### src/rtl/pcie_csr_scratch_bank_pkg.sv
`default_nettype none
// ============================================================================
// Module   : pcie_csr_bank_pkg
// Brief    : Shared map offsets, request struct and response FSM states for
//            the PCIe CSR scratch bank.
// Revision : 1.0 - initial release
// ============================================================================
package pcie_csr_bank_pkg;

    localparam logic [63:0] DFH_OFF             = 64'h0;
    localparam logic [63:0] SCRATCH_BASE        = 64'h8;
    localparam int          STATUS_BIT_UNMAPPED = 0;
    localparam int          STATUS_BIT_MISALIGN = 1;

    typedef struct packed {
        logic        write;
        logic [63:0] addr;
        logic [63:0] wdata;
        logic [7:0]  wstrb;
    } t_csr_req;

    typedef enum logic [0:0] {
        IDLE = 1'b0,
        RESP = 1'b1
    } t_rsp_state;

    function automatic logic [63:0] strb_merge(input logic [63:0] old_val,
                                               input logic [63:0] new_val,
                                               input logic [7:0]  strb);
        logic [63:0] merged;
        merged = old_val;
        for (int b = 0; b < 8; b++) begin
            if (strb[b]) merged[8*b +: 8] = new_val[8*b +: 8];
        end
        return merged;
    endfunction

endpackage
`default_nettype wire

### src/rtl/pcie_csr_scratch_bank_if.sv
`default_nettype none
// ============================================================================
// Module   : pcie_csr_scratch_bank_if
// Brief    : Request/response bus between the CSR decoder and the scratch bank.
// Revision : 1.0 - initial release
// ============================================================================
interface pcie_csr_scratch_bank_if #(
    parameter int ADDR_W = 16
);
    logic              req_valid;
    logic              req_ready;
    logic              req_write;
    logic [ADDR_W-1:0] req_addr;
    logic [63:0]       req_wdata;
    logic [7:0]        req_wstrb;
    logic              rsp_valid;
    logic              rsp_ready;
    logic [63:0]       rsp_data;
    logic              rsp_err;

    modport master (
        output req_valid, req_write, req_addr, req_wdata, req_wstrb, rsp_ready,
        input  req_ready, rsp_valid, rsp_data, rsp_err
    );

    modport slave (
        input  req_valid, req_write, req_addr, req_wdata, req_wstrb, rsp_ready,
        output req_ready, rsp_valid, rsp_data, rsp_err
    );
endinterface
`default_nettype wire

### src/rtl/pcie_csr_strb_reg.sv
`default_nettype none
// ============================================================================
// Module   : pcie_csr_strb_reg
// Brief    : One 64-bit byte-strobed register with a parameterised reset value.
// Revision : 1.0 - initial release
// ============================================================================
module pcie_csr_strb_reg
    import pcie_csr_bank_pkg::*;
#(
    parameter logic [63:0] RST_VAL = 64'h0
) (
    input  wire logic        clk,
    input  wire logic        rst_n,
    input  wire logic        we,
    input  wire logic [63:0] wdata,
    input  wire logic [7:0]  wstrb,
    output logic      [63:0] q
);
    logic [63:0] r_q;

    always_ff @(posedge clk or negedge rst_n) begin
        if (!rst_n) begin
            r_q <= RST_VAL;
        end else if (we) begin
            r_q <= strb_merge(r_q, wdata, wstrb);
        end
    end

    assign q = r_q;
endmodule
`default_nettype wire

### src/rtl/pcie_csr_scratch_bank.sv
`default_nettype none
// ============================================================================
// Module   : pcie_csr_scratch_bank
// Brief    : MMIO CSR bank: DFH, scratchpads, testpad and sticky status, with a
//            one-deep read response. Optional PCIE_CSR_BANK_WR_CNT_EN adds a
//            saturating write counter at TESTPAD_OFF+0x10.
// Revision : 1.0 - initial release
// ============================================================================
module pcie_csr_scratch_bank
    import pcie_csr_bank_pkg::*;
#(
    parameter int          ADDR_W      = 16,
    parameter int          NUM_SCRATCH = 1,
    parameter logic [15:0] TESTPAD_OFF = 16'h28,
    parameter logic [63:0] DFH_VALUE   = 64'h3000_0000_1000_0010,
    parameter logic [63:0] SCRATCH_RST = 64'h0
) (
    input wire logic               clk,
    input wire logic               rst_n,
    pcie_csr_scratch_bank_if.slave bus
);
    localparam logic [63:0] c_testpad_off = 64'(TESTPAD_OFF);
    localparam logic [63:0] c_status_off  = c_testpad_off + 64'h8;

    t_csr_req         w_req;
    t_rsp_state       r_state;
    t_rsp_state       w_state_nxt;
    logic             w_accept;
    logic             w_wr_acc;
    logic             w_rd_acc;
    logic             w_dfh_hit;
    logic             w_testpad_hit;
    logic             w_status_hit;
    logic             w_mapped;
    logic             w_misalign;
    logic [NUM_SCRATCH-1:0] w_scratch_hit;
    logic [63:0]      w_scratch_q [NUM_SCRATCH];
    logic [63:0]      w_testpad_q;
    logic [1:0]       r_status;
    logic [1:0]       w_status_set;
    logic [1:0]       w_status_clr;
    logic [63:0]      w_rd_data;
    logic             w_rd_err;
    logic [63:0]      r_rsp_data;
    logic             r_rsp_err;

    assign w_req.write = bus.req_write;
    assign w_req.addr  = 64'(bus.req_addr[ADDR_W-1:0]);
    assign w_req.wdata = bus.req_wdata;
    assign w_req.wstrb = bus.req_wstrb;

    assign bus.req_ready = (r_state == IDLE) | bus.rsp_ready;
    assign w_accept      = bus.req_valid & bus.req_ready;
    assign w_wr_acc      = w_accept & w_req.write;
    assign w_rd_acc      = w_accept & ~w_req.write;

    // Exact full-address compares: a misaligned offset can never hit.
    assign w_misalign    = |w_req.addr[2:0];
    assign w_dfh_hit     = (w_req.addr == DFH_OFF);
    assign w_testpad_hit = (w_req.addr == c_testpad_off);
    assign w_status_hit  = (w_req.addr == c_status_off);

    generate
        for (genvar i = 0; i < NUM_SCRATCH; i++) begin : g_scratch
            localparam logic [63:0] c_off = SCRATCH_BASE + 64'(8 * i);
            assign w_scratch_hit[i] = (w_req.addr == c_off);
            pcie_csr_strb_reg #(.RST_VAL(SCRATCH_RST)) u_scratch (
                .clk   (clk),
                .rst_n (rst_n),
                .we    (w_wr_acc & w_scratch_hit[i]),
                .wdata (w_req.wdata),
                .wstrb (w_req.wstrb),
                .q     (w_scratch_q[i])
            );
        end
    endgenerate

    pcie_csr_strb_reg #(.RST_VAL(SCRATCH_RST)) u_testpad (
        .clk   (clk),
        .rst_n (rst_n),
        .we    (w_wr_acc & w_testpad_hit),
        .wdata (w_req.wdata),
        .wstrb (w_req.wstrb),
        .q     (w_testpad_q)
    );

`ifdef PCIE_CSR_BANK_WR_CNT_EN
    localparam logic [63:0] c_wr_cnt_off = c_testpad_off + 64'h10;
    logic        w_cnt_hit;
    logic [31:0] r_wr_cnt;

    assign w_cnt_hit = (w_req.addr == c_wr_cnt_off);
    assign w_mapped  = w_dfh_hit | (|w_scratch_hit) | w_testpad_hit | w_status_hit | w_cnt_hit;

    always_ff @(posedge clk or negedge rst_n) begin
        if (!rst_n) begin
            r_wr_cnt <= 32'h0;
        end else if (w_wr_acc && w_mapped && (|w_req.wstrb) && (r_wr_cnt != 32'hFFFF_FFFF)) begin
            r_wr_cnt <= r_wr_cnt + 32'h1;
        end
    end
`else
    assign w_mapped = w_dfh_hit | (|w_scratch_hit) | w_testpad_hit | w_status_hit;
`endif

    // Clear then set, so an error arriving with a W1C still lands.
    always_comb begin
        w_status_set = 2'b00;
        w_status_clr = 2'b00;
        if (w_accept && !w_mapped) begin
            w_status_set[STATUS_BIT_UNMAPPED] = 1'b1;
            w_status_set[STATUS_BIT_MISALIGN] = w_misalign;
        end
        if (w_wr_acc && w_status_hit && w_req.wstrb[0]) begin
            w_status_clr = w_req.wdata[1:0];
        end
    end

    always_ff @(posedge clk or negedge rst_n) begin
        if (!rst_n) begin
            r_status <= 2'b00;
        end else begin
            r_status <= (r_status & ~w_status_clr) | w_status_set;
        end
    end

    always_comb begin
        w_rd_data = 64'h0;
        w_rd_err  = ~w_mapped;
        for (int i = 0; i < NUM_SCRATCH; i++) begin
            if (w_scratch_hit[i]) w_rd_data = w_scratch_q[i];
        end
        if (w_dfh_hit)     w_rd_data = DFH_VALUE;
        if (w_testpad_hit) w_rd_data = w_testpad_q;
        if (w_status_hit)  w_rd_data = {62'h0, r_status};
`ifdef PCIE_CSR_BANK_WR_CNT_EN
        if (w_cnt_hit)     w_rd_data = {32'h0, r_wr_cnt};
`endif
    end

    // Only loaded on acceptance, which cannot happen while a response is held.
    always_ff @(posedge clk or negedge rst_n) begin
        if (!rst_n) begin
            r_rsp_data <= 64'h0;
            r_rsp_err  <= 1'b0;
        end else if (w_rd_acc) begin
            r_rsp_data <= w_rd_data;
            r_rsp_err  <= w_rd_err;
        end
    end

    always_ff @(posedge clk or negedge rst_n) begin
        if (!rst_n) r_state <= IDLE;
        else        r_state <= w_state_nxt;
    end

    always_comb begin
        w_state_nxt = r_state;
        case (r_state)
            IDLE:    if (w_rd_acc) w_state_nxt = RESP;
            RESP:    if (bus.rsp_ready && !w_rd_acc) w_state_nxt = IDLE;
            default: w_state_nxt = IDLE;
        endcase
    end

    assign bus.rsp_valid = (r_state == RESP);
    assign bus.rsp_data  = r_rsp_data;
    assign bus.rsp_err   = r_rsp_err;
endmodule
`default_nettype wire

### src/flat_wrapper.sv
// flat-port wrapper written by rule: the top's interface ports become plain ports
module pcie_csr_scratch_bank_flat import pcie_csr_bank_pkg::*;
#(
    parameter int          ADDR_W      = 16,
    parameter int          NUM_SCRATCH = 1,
    parameter logic [15:0] TESTPAD_OFF = 16'h28,
    parameter logic [63:0] DFH_VALUE   = 64'h3000_0000_1000_0010,
    parameter logic [63:0] SCRATCH_RST = 64'h0
)
  (clk, rst_n, bus_req_valid, bus_req_write, bus_req_addr, bus_req_wdata, bus_req_wstrb, bus_rsp_ready, bus_req_ready, bus_rsp_valid, bus_rsp_data, bus_rsp_err);
  pcie_csr_scratch_bank_if #(.ADDR_W(ADDR_W)) bus_i ();
  input wire logic clk;
  input wire logic rst_n;
  input wire logic [$bits(bus_i.req_valid)-1:0] bus_req_valid;
  input wire logic [$bits(bus_i.req_write)-1:0] bus_req_write;
  input wire logic [$bits(bus_i.req_addr)-1:0] bus_req_addr;
  input wire logic [$bits(bus_i.req_wdata)-1:0] bus_req_wdata;
  input wire logic [$bits(bus_i.req_wstrb)-1:0] bus_req_wstrb;
  input wire logic [$bits(bus_i.rsp_ready)-1:0] bus_rsp_ready;
  output wire logic [$bits(bus_i.req_ready)-1:0] bus_req_ready;
  output wire logic [$bits(bus_i.rsp_valid)-1:0] bus_rsp_valid;
  output wire logic [$bits(bus_i.rsp_data)-1:0] bus_rsp_data;
  output wire logic [$bits(bus_i.rsp_err)-1:0] bus_rsp_err;
  assign bus_i.req_valid = bus_req_valid;
  assign bus_i.req_write = bus_req_write;
  assign bus_i.req_addr = bus_req_addr;
  assign bus_i.req_wdata = bus_req_wdata;
  assign bus_i.req_wstrb = bus_req_wstrb;
  assign bus_i.rsp_ready = bus_rsp_ready;
  assign bus_req_ready = bus_i.req_ready;
  assign bus_rsp_valid = bus_i.rsp_valid;
  assign bus_rsp_data = bus_i.rsp_data;
  assign bus_rsp_err = bus_i.rsp_err;
  pcie_csr_scratch_bank #(.ADDR_W(ADDR_W), .NUM_SCRATCH(NUM_SCRATCH), .TESTPAD_OFF(TESTPAD_OFF), .DFH_VALUE(DFH_VALUE), .SCRATCH_RST(SCRATCH_RST)) u_core (.clk(clk), .rst_n(rst_n), .bus(bus_i));
endmodule
### config.mk
export PLATFORM = sky130hd
export DESIGN_NAME = pcie_csr_scratch_bank_flat
export DESIGN_NICKNAME = d
export VERILOG_FILES = /design/src/rtl/pcie_csr_scratch_bank_pkg.sv /design/src/rtl/pcie_csr_scratch_bank_if.sv /design/src/rtl/pcie_csr_strb_reg.sv /design/src/rtl/pcie_csr_scratch_bank.sv /design/src/flat_wrapper.sv
export SDC_FILE = /design/constraint.sdc
export NUM_CORES = 1
export LEC_CHECK = 0
export CELL_PAD_IN_SITES_DETAIL_PLACEMENT = 1
export CELL_PAD_IN_SITES_GLOBAL_PLACEMENT = 1
export CORE_ASPECT_RATIO = 1.25
export CORE_UTILIZATION = 39
export CTS_BUF_LIST = sky130_fd_sc_hd__clkbuf_4
export DETAILED_ROUTE_END_ITERATION = 8
export GPL_ROUTABILITY_DRIVEN = 0
export PLACE_DENSITY = 0.75
export SYNTH_ARGS = -nofsm -noshare
export SYNTH_HDL_FRONTEND = slang
export SYNTH_HIERARCHICAL = 1
export SYNTH_SLANG_ARGS = --single-unit
### constraint.sdc
create_clock -name clk -period 1.4 [get_ports clk]
set_input_delay 0.35 -clock clk [delete_from_list [all_inputs] [get_ports clk]]
set_output_delay 0.35 -clock clk [all_outputs]
set_load 0.1 [all_outputs]
==> results.tsv <==
stage	metric	value	unit
final_layout	multi-input logic area	0.00356	sq mm
drt	Post-DRT Antenna Nets	0	
floorplan	Placement Rows	58	
critical_path	Worst Path Required	1.05	ns
clocking	worst-case clock buffer depth	2	
floorplan	full die area	0.0214	sq mm
synthesis	Yosys reg bits	196	
grt	vias in the first global route	6756	
final_layout	layout filler cell count	1881	
drt	routed wire length	26300	um
status	status	finished with violations	
grt	initial antenna violation count	2	
final_layout	nets	924	
timing	worst-margin pin slew	0.504	ns
synthesis	average size of a mapped cell	13.8	sq um
clocking	clock root cell	clkbuf_4	
final_layout	final non-filler cell total	1115	
clocking	CTS tree	done	
synthesis	Distinct cells, synth	32	
timing	RSZ-0062 raised after global routing	yes	
critical_path	Setup crit start kind	flop	
pwr	P_leak	5.95	nW
status	failing checks	negative setup slack	
critical_path	CP max FO	2	
clocking	Clock Latency Late Sink	0.60	ns
final_layout	fin area	0.0126	sq mm
floorplan	Chip Height	163	um
timing	Tmin final	1.80	ns
timing	setup_tns	-72.90	ns
clocking	cts bufs inserted	17	
drt	total iterations of the first detailed-routing run	4	
synthesis	Cells after Synth	590	
grt	All-Layer GR Usage	24.6	%
pwr	Max VDD drop	0.000573	V
critical_path	Worst setup EP type	output pin	
placement	DP Area	0.0109	sq mm
synthesis	Cell Area, Synth	0.00812	sq mm
timing	Worst slew margin	66.3	%
floorplan	core area	0.0202	sq mm
final_layout	commonest cells after routing, fill and taps aside	dfrtp_1, mux2_2, clkdlybuf4s50_1	
floorplan	Initial Util	40.1	%
clocking	CTS H-tree lvls	4	
clocking	CTS clk-pin slew, worst paths	0.16	ns
grt	largest net degree at the start of global routing	48	
synthesis	Mapped Nets	683	
timing	Peak Freq	0.554	GHz
final_layout	share of cells above drive strength 1	49.8	%
timing	Hold Vio Cnt, Final	0	
drt	vias per cell	5.23	
placement	number of port buffers	159	
synthesis	sequential fraction of the synthesis area	60.4	%
critical_path	critical path class	flop to output pin	
grt	first-pass GRT wire length	38200	um
placement	Final HPWL DP	15800	um
clocking	clock tree sinks	196	
floorplan	Die X	131	um
hold_path	worst min path class	primary input to async pin	
timing	Setup violations, final	263	
grt	Overflow after GRT	0	
pwr	Tot Pwr	9.93	mW
timing	Max Transition Viols Final	0	
drt	DRC	0	
drt	routed length per placed instance	23.6	um
pwr	pwr dens	790	mW/mm^2
final_layout	Syn-to-layout area delta	54.9	%
synthesis	synth warn	6	
timing	final worst-path cycle share	129	%
timing	Setup Skew	0.0210	ns
final_layout	Sequential Area	0.00492	sq mm
job	Max-Cap Viols	0	
drt	total number of vias	5827	
floorplan	I/O pins	160	
drt	Initial DRC Count	196	
timing	fin worst setup slack	-0.405	ns
final_layout	most common cell after layout, fill and taps aside	dfrtp_1	
critical_path	Critical Path AT	1.45	ns
placement	dpl cells	1029	
==> registers in the layout (all words and copies together) (netlist names) <==
| signal | cells |
|---|---|
| u_core/bus.rsp_data | 64 |
| u_core/r_status | 2 |
| u_core/g_scratch.u_scratch/q | 64 |
| u_core/bus.rsp_valid | 1 |
| u_core/bus.rsp_err | 1 |
| u_core/u_testpad/q | 64 |
==> worst paths after layout <==
path | from | endpoint | slack, ns | depth (start not counted)
worst max-delay path | u_core/bus.rsp_valid | bus_req_ready | -0.40 | 3
worst max register to register | u_core/bus.rsp_valid | u_core/u_testpad/q[33] | -0.38 | 8
worst min register to register | u_core/u_testpad/q[43] | u_core/u_testpad/q[43] | 0.52 | 1
max in group asynchronous | rst_n | u_core/bus.rsp_data[39] | 0.52 | 3
worst min-delay path | rst_n | u_core/bus.rsp_data[55] | 0.23 | 2
min in group clk | bus_req_wdata[40] | u_core/u_testpad/q[40] | 0.37 | 2
==> metrics by stage <==
stage	utilization, %	worst slack (ns)	hold slack, ns
2_1_floorplan	-	-0.430	0.0544
3_3_place_gp	54.0	-1.04	0.327
3_5_place_dp	54.0	-1.14	0.337
4_1_cts	60.2	-0.437	0.242
5_1_grt	62.1	-0.469	0.233
6_report	62.1	-0.405	0.234
==> repair_timing <==
action | in CTS | in global routing
buffers inserted | 27 | 12
resized for setup | 83 | 68
gates cloned | 13 | 4
pin swaps | 6 | 14
hold buffers | 1 | 0
endpoints found under the hold margin | 36 | 0
endpoints found under the setup margin | 258 | 263
==> where the power goes <==
group / internal, mW / leakage, nW / switching [mW] / total (mW)
Clock: 1.29 / 0.157 / 2.03 / 3.32
Sequential: 5.67 / 2.71 / 0.00329 / 5.67
Combinational: 0.460 / 3.09 / 0.482 / 0.942
==> synth_stat cells (all sizes together) <==
library cell,number,share of area [%]
nor4,2,0.15
and2b,1,0.11
and2,1,0.077
nand4,1,0.077
a32o,1,0.12
o2bb2ai,1,0.11
a21oi,1,0.062
nor3,1,0.062
and4,2,0.22
a22o,6,0.65
clkbuf,8,0.40
nand3,5,0.46
and3,1,0.077
o21ai,59,4.6
nand2,84,4.4
mux2i,58,7.2
buf,17,1.7
inv,2,0.093
dfrtp,196,60
o22ai,4,0.31
nor2,3,0.14
mux2,131,18
and3b,2,0.23
nand2b,2,0.15
nand3b,1,0.093
==> layout make-up <==
type	count	area share (%)
clock buffer	18	1.07
tap	270	2.69
inverter	2	0.0597
clock inverter	13	1.38
timing repair buffer	246	27.3
multi-input combinational	368	28.3
antenna	2	0.0398
sequential	196	39.1
==> worst max-delay path, cell delays in order (launching register included) <==
cell and delay [ns]:
dfrtp_4 0.52, nand2b_4 0.08, buf_6 0.11, buf_12 0.16
==> cell families after synthesis <==
logic type	count (synthesis)	synth area share, %
AO/OA/AOI/OAI	72	5.81
buffers and inverters	27	2.22
flip-flops	196	60.4
multiplexers	189	25.3
AND/OR/NAND/NOR	106	6.23
==> routing by layer <==
metal	vias to the layer above	share of wire, %	track usage (%)
li1	2575	-	-
met1	3072	37	26.0
met2	138	56	45.6
met3	42	3.9	4.72
met4	0	3.1	12.2
met5	-	0	0
Power figures use the tool's default switching activity.
